## src/rtl/wm_phase_timer.sv

```systemverilog
// Saturating up-counter with a terminal flag. Clear has priority over
// enable; with neither asserted the count simply holds, which is how the
// top level freezes the timer after a fault.
module wm_phase_timer #(
    parameter int CNT_W = 5,
    parameter int LIMIT = 8
) (
    input  logic             clk,
    input  logic             reset,
    input  logic             clr,
    input  logic             en,
    output logic [CNT_W-1:0] cnt,
    output logic             expired
);

    localparam logic [CNT_W-1:0] LIMIT_C = CNT_W'(LIMIT);

    logic [CNT_W-1:0] cnt_q;
    logic [CNT_W-1:0] cnt_d;

    // Next count: clear wins, otherwise count up until the limit and stick there.
    always_comb begin
        cnt_d = cnt_q;
        if (clr) begin
            cnt_d = '0;
        end else if (en && (cnt_q != LIMIT_C)) begin
            cnt_d = cnt_q + CNT_W'(1);
        end
    end

    // Count register, cleared asynchronously.
    always_ff @(posedge clk or posedge reset) begin
        if (reset) begin
            cnt_q <= '0;
        end else begin
            cnt_q <= cnt_d;
        end
    end

    assign cnt     = cnt_q;
    assign expired = (cnt_q == LIMIT_C);

endmodule

```

## config.mk

```make
export PLATFORM = sky130hd
export DESIGN_NAME = wm_phase_timer
export DESIGN_NICKNAME = d
export VERILOG_FILES = /design/src/rtl/wm_phase_timer.sv
export SDC_FILE = /design/constraint.sdc
export NUM_CORES = 1
export LEC_CHECK = 0
export CAP_MARGIN = 20
export CELL_PAD_IN_SITES_DETAIL_PLACEMENT = 0
export CELL_PAD_IN_SITES_GLOBAL_PLACEMENT = 1
export CORE_AREA = 2 2 39 41
export DETAILED_ROUTE_END_ITERATION = 8
export DIE_AREA = 0 0 41 43
export PLACE_DENSITY_LB_ADDON = 0.1
export SKIP_CTS_REPAIR_TIMING = 1
export SLEW_MARGIN = 0
export SYNTH_ARGS = -nofsm -noshare
export SYNTH_HDL_FRONTEND = slang
export SYNTH_SLANG_ARGS = --single-unit
```

## constraint.sdc

```tcl
create_clock -name clk -period 1.45 [get_ports clk]
set_input_delay 0.2175 -clock clk [delete_from_list [all_inputs] [get_ports clk]]
set_output_delay 0.2175 -clock clk [all_outputs]
set_load 0.01 [all_outputs]
```

==> results of run 1 <==
where the power goes:
part	internal, W	switching (W)
clock network	0.000104	0.0000606
logic	0.0000443	0.0000310
registers	0.000145	0.00000290
total	0.000294	0.0000945
cells in the final DEF (no fill, tap or decap):
master	instances
buf_4	8
dlymetal6s2s_1	5
nand2b_1	2
buf_6	1
or3_4	1
inv_2	1
ha_2	1
nor2b_4	1
dfrtp_1	5
clkdlybuf4s50_1	3
xor2_1	2
mux2_4	1
nor2_1	4
and4bb_4	1
nand2_1	2
clkbuf_4	3
clkbuf_1	1
ha_1	1
inv_1	2
a21oi_2	1
mux2i_1	1
nand4_1	2
buf_2	1
synthesized netlist by cell type:
master / n / share of area, %
dfrtp_1: 5 / 44
nor2_1: 4 / 5.3
inv_1: 3 / 4.0
ha_1: 2 / 8.8
nand2_1: 2 / 2.6
nand2b_1: 2 / 4.4
nand4_1: 2 / 4.4
xor2_1: 2 / 6.2
a21oi_1: 1 / 1.8
and4bb_4: 1 / 5.7
mux2_2: 1 / 4.0
mux2i_1: 1 / 3.5
nor2b_2: 1 / 3.1
or3_1: 1 / 2.2
final cells by class:
class | instances | share of cell area, %
Inverter | 3 | 2.17
Tap cell | 16 | 3.86
Sequential cell | 5 | 24.1
Timing Repair Buffer | 18 | 32.5
Multi-Input combinational cell | 20 | 32.3
Clock buffer | 4 | 5.06
how the worst min path moves through the flow:
stage	from	end	slack [ns]	depth (start not counted)
2_1_floorplan	reset	cnt[0]	-0.004	1
5_1_grt	reset	cnt[3]	0.20	2
3_5_place_dp	reset	cnt[3]	0.45	2
4_1_cts	reset	cnt[0]	0.18	2
6_report	reset	cnt[0]	0.18	2
3_3_place_gp	reset	cnt[3]	0.45	2
worst max-delay path: stages, from the launching register on:
cell,delay (ns)
dfrtp_1,0.35
inv_2,0.05
ha_2,0.16
and4bb_4,0.20
buf_6,0.12
or3_4,0.36
a21oi_2,0.13
through the flow:
stage / util [%] / hold WS (ns) / std cells
2_1_floorplan: - / -0.00398 / 28
3_3_place_gp: 33.6 / 0.447 / 61
3_5_place_dp: 33.6 / 0.451 / 61
4_1_cts: 35.5 / 0.182 / 65
5_1_grt: 37.5 / 0.199 / 66
6_report: 37.5 / 0.185 / 66
cells by family (layout without fill, tap and decap cells):
| family | count (synthesis) | in the layout | share of synthesized area (%) |
|---|---|---|---|
| compound gates | 1 | 1 | 1.76 |
| xor+xnor | 2 | 2 | 6.17 |
| fa+ha+maj | 2 | 2 | 8.81 |
| buf+inv | 3 | 25 | 3.96 |
| flops | 5 | 5 | 44.1 |
| mux | 2 | 2 | 7.49 |
| simple gates | 13 | 13 | 27.8 |
metal layers:
metal / vias up / track usage (%) / wire length [um]
met2: 7 / 15.9 / 385
met3: 2 / 4.71 / 46
met5: - / 0 / 0
met4: 0 / 10.0 / 4
met1: 125 / 10.4 / 297
li1: 137 / - / -
==> metrics.yaml, run 1 <==
period_minus_slack_ns: 1.45
rsz0062_at_grt: "true"
via_per_inst: 4.11
maxCapViolCount: 0
worst_pin_slew_ns: 0.263
run_status: "completed"
rows: 14
design.core.area_um2: 1380
dpl-instance-area_um2: 465
fp.dieH_um: 43
cts_num_sinks: 5
fin_ws_ns: 0.00499
ys_ff_latch: 5
antenna_found_initial: 0
yosysUniqueCellTypes: 14
cts_made_buffers: 3
yosysWarnings: 0
nets: 57
grt_pass1_vias: 275
drc: 0
post_drt_wl_per_cell_um: 11.1
start_util_pct: 20.5
cts_tree: "done"
clock_latency_ns: 0.24
fin_skew_ns: 0.00185
grt_pass1_wl_um: 1140
htreeDepth: 1
syn_inst: 28
start_kind: "flip-flop"
worst_ep_arrival_time_ns: 1.61
crit_end: "cnt[2]"
vias: 271
leakagePower_nw: 0.327
register_area_um2: 125
min_path_type: "in2async"
dp_hpwl_um: 572
r2r_start: "cnt[0]"
place_ws_ns: -0.137
routed_wl_um: 733
area_growth_pct: 82.8
crit_fanout: 2
critPathLaunch: "cnt[0]"
clock.fmax_ghz: 0.692
setup-violations-final: 0
drive_gt1_share_pct: 40.0
reg2reg_depth: 6
grt_max_degree: 8
cts_max_path_buffers: 2
relSlewSlack_pct: 82.4
end_kind: "flip-flop"
drv_slew: 0
first_iter_violations: 1
synth_fp_nets: 34
io_buffers: 9
drtPass1Iterations: 3
grt.total_usage_pct: 10.8
synth_area_um2: 284
overflow: 0
multi_input_area_um2: 168
die_width_um: 41
routabilityCongestion: 0.675
n_antenna_cell: 0
ys_seq_area_share_pct: 44.1
tns_ns: 0
clk_pin_slew_ns: 0.05
fill_cells: 153
power_density_nw_per_um2: 748
worstPathRequired_ns: 1.62
critical_path_class: "reg2reg"
hold_violations: 0
cts_root_buf: "clkbuf_4"
finalPower_w: 0.000389
vdd_ir_drop_max_uv: 236
r2r_slack_ns: 0.005
dieArea_um2: 1760
fin_area_um2: 519
syn_area_per_cell_um2: 10.1
ant_nets: 0
rr_endpoint: "cnt[2]"
io_pins: 10
largest_register_ffs: 5
post-route-period-util_pct: 99.7
(Power assumes the default switching activity.)
==> run 2: changes to the inputs <==
GPL_TIMING_DRIVEN = 0   (was not set)
SLEW_MARGIN = not set   (was 0)
==> run 2 against run 1 <==
The run now ends with setup timing left. Final cell count shrank 11%. Hold slack gained 0.00074 ns. Die area is the same. Non-clock buffer count shrank 7. Cell area shrank 9.4%. Worst setup slack lost 0.014 ns. Fmax shrank 0.94%. Sequential cell count is the same. Combinational power shrank 11%. Routed wire length shrank 11%. Sequential power grew 3%. Clock power shrank 4%. Critical path type is now reg2out. Highest routed layer unchanged.
==> metrics.yaml, run 2 (synthesized netlist as in run 1, its figures left out) <==
highest_layer: "met4"
critPathLaunch: "cnt[1]"
via_per_inst: 4.25  # +3.6%
fill_cells: 143  # -6.5%
worstPathRequired_ns: 1.23  # -0.39 ns
io_buffers: 9  # unchanged
drc: 0  # unchanged
htreeDepth: 1  # unchanged
finalPower_w: 0.000379  # -2.5%
drive_gt1_share_pct: 32.6  # -7.4 points
routed_wl_um: 654  # -11%
multi_input_area_um2: 173  # +3.0%
wl_met1_um: 278  # -6.4%
grt.total_usage_pct: 9.18  # -1.6 points
reg2reg_depth: 5  # -1
min_path_type: "in2async"
rr_endpoint: "cnt[0]"
antenna_found_initial: 0  # unchanged
grt_pass1_wl_um: 972  # -15%
cts_root_buf: "clkbuf_4"
rsz0062_at_grt: "true"
io_pins: 10  # unchanged
final_cell_mix: "clkdlybuf4s50_1, nor2_1, dfrtp_1"
area_growth_pct: 65.6
vias: 251  # -7.4%
run_status: "finished with violations"
grt_max_degree: 8  # unchanged
largest_register_ffs: 5  # unchanged
register_area_um2: 126  # +1.0%
period_minus_slack_ns: 1.46  # +0.0137 ns
worst_ep_arrival_time_ns: 1.24  # -0.37 ns
power_density_nw_per_um2: 805  # +7.6%
cts_tree: "done"
vdd_ir_drop_max_uv: 365  # +55%
r2r_slack_ns: 0.05  # +0.05 ns
r2r_start: "cnt[0]"
worst_pin_slew_ns: 0.263  # -0.000608 ns
rows: 14  # unchanged
dr_wl_met3_um: 48  # +4.3%
start_kind: "flip-flop"
setup-violations-final: 1  # +1
cts_num_sinks: 5  # unchanged
end_kind: "primary output"
layout_commonest_cell: "clkdlybuf4s50_1"
overflow: 0  # unchanged
post_drt_wl_per_cell_um: 11.1  # -0.19%
hold_violations: 0  # unchanged
fin_skew_ns: 0.00406  # +0.00221 ns
cts_made_buffers: 3  # unchanged
start_util_pct: 20.5  # unchanged
clock.fmax_ghz: 0.686  # -0.94%
violations: "setup timing"
ant_nets: 0  # unchanged
dieArea_um2: 1760  # unchanged
drtPass1Iterations: 2  # -1
drv_slew: 0  # unchanged
first_iter_violations: 4  # +3
fin_ws_ns: -0.00875  # -0.0137 ns
fp.dieH_um: 43  # unchanged
dpl-instance-area_um2: 405  # -13%
cts_max_path_buffers: 2  # unchanged
post-route-period-util_pct: 101  # +0.95 points
nets: 50  # -12%
clock_latency_ns: 0.24  # about the same
crit_fanout: 4  # +2
fin_area_um2: 470  # -9.4%
grt_pass1_vias: 226  # -18%
wl_met2_um: 319  # -17%
die_width_um: 41  # unchanged
critical_path_class: "reg2out"
relSlewSlack_pct: 82.4  # about the same
maxCapViolCount: 0  # unchanged
clk_pin_slew_ns: 0.05  # about the same
routabilityCongestion: 0.664  # -1.8%
leakagePower_nw: 0.254  # -22%
n_antenna_cell: 0  # unchanged
design.core.area_um2: 1380  # unchanged
-- run 2: cell count changes in the layout (fill, tap and decap cells not counted), sizes merged --
cell           change
buf                -7
clkdlybuf4s50      +2
dlymetal6s2s       -2
-- run 2: worst max-delay path by stage --
| stage | slack [ns] | end | depth (start not counted) |
|---|---|---|---|
| finish | -0.009 | expired | 4 |
| global route | -0.07 | expired | 4 |
| CTS | -0.52 | expired | 4 |
| detailed placement | -0.25 | expired | 4 |
| global placement | -0.25 | expired | 4 |
| floorplan | 0.02 | cnt[0] | 5 |
-- run 2: critical path: stages (launching register included) --
cell      delay (ns)
dfrtp_2         0.43
inv_2           0.07
ha_4            0.12
and4bb_4        0.27
buf_6           0.11
-- run 2: per-layer routing --
metal | up-vias | track usage, %
li1 | 123 | -
met1 | 119 | 11.1
met2 | 7 | 11.3
met3 | 2 | 4.71
met4 | 0 | 8.00
met5 | - | 0
-- run 2: per-stage QoR --
stage / setup TNS, ns / std cells / util [%] / worst slack, ns / hold WS, ns
floorplan: 0 / 28 / - / 0.0167 / -0.00398
global placement: -0.247 / 53 / 29.3 / -0.247 / 0.443
detailed placement: -0.259 / 53 / 29.3 / -0.253 / 0.436
CTS: -0.560 / 57 / 31.2 / -0.518 / 0.190
global route: -0.0651 / 59 / 34.0 / -0.0651 / 0.205
finish: -0.00875 / 59 / 34.0 / -0.00875 / 0.185
-- run 2: cell type report --
type	count	area share [%]
well taps	16	4.26
repair buffers	11	24.2
flip-flops and latches	5	26.9
clock buffers	4	5.59
multi-input cells	20	36.7
inverters	3	2.39
-- run 2: power by group --
part           internal (W)  switching, W  total (W)
Sequential         0.000146    0.00000701   0.000153
Clock              0.000104     0.0000553   0.000159
Combinational     0.0000387     0.0000280  0.0000667
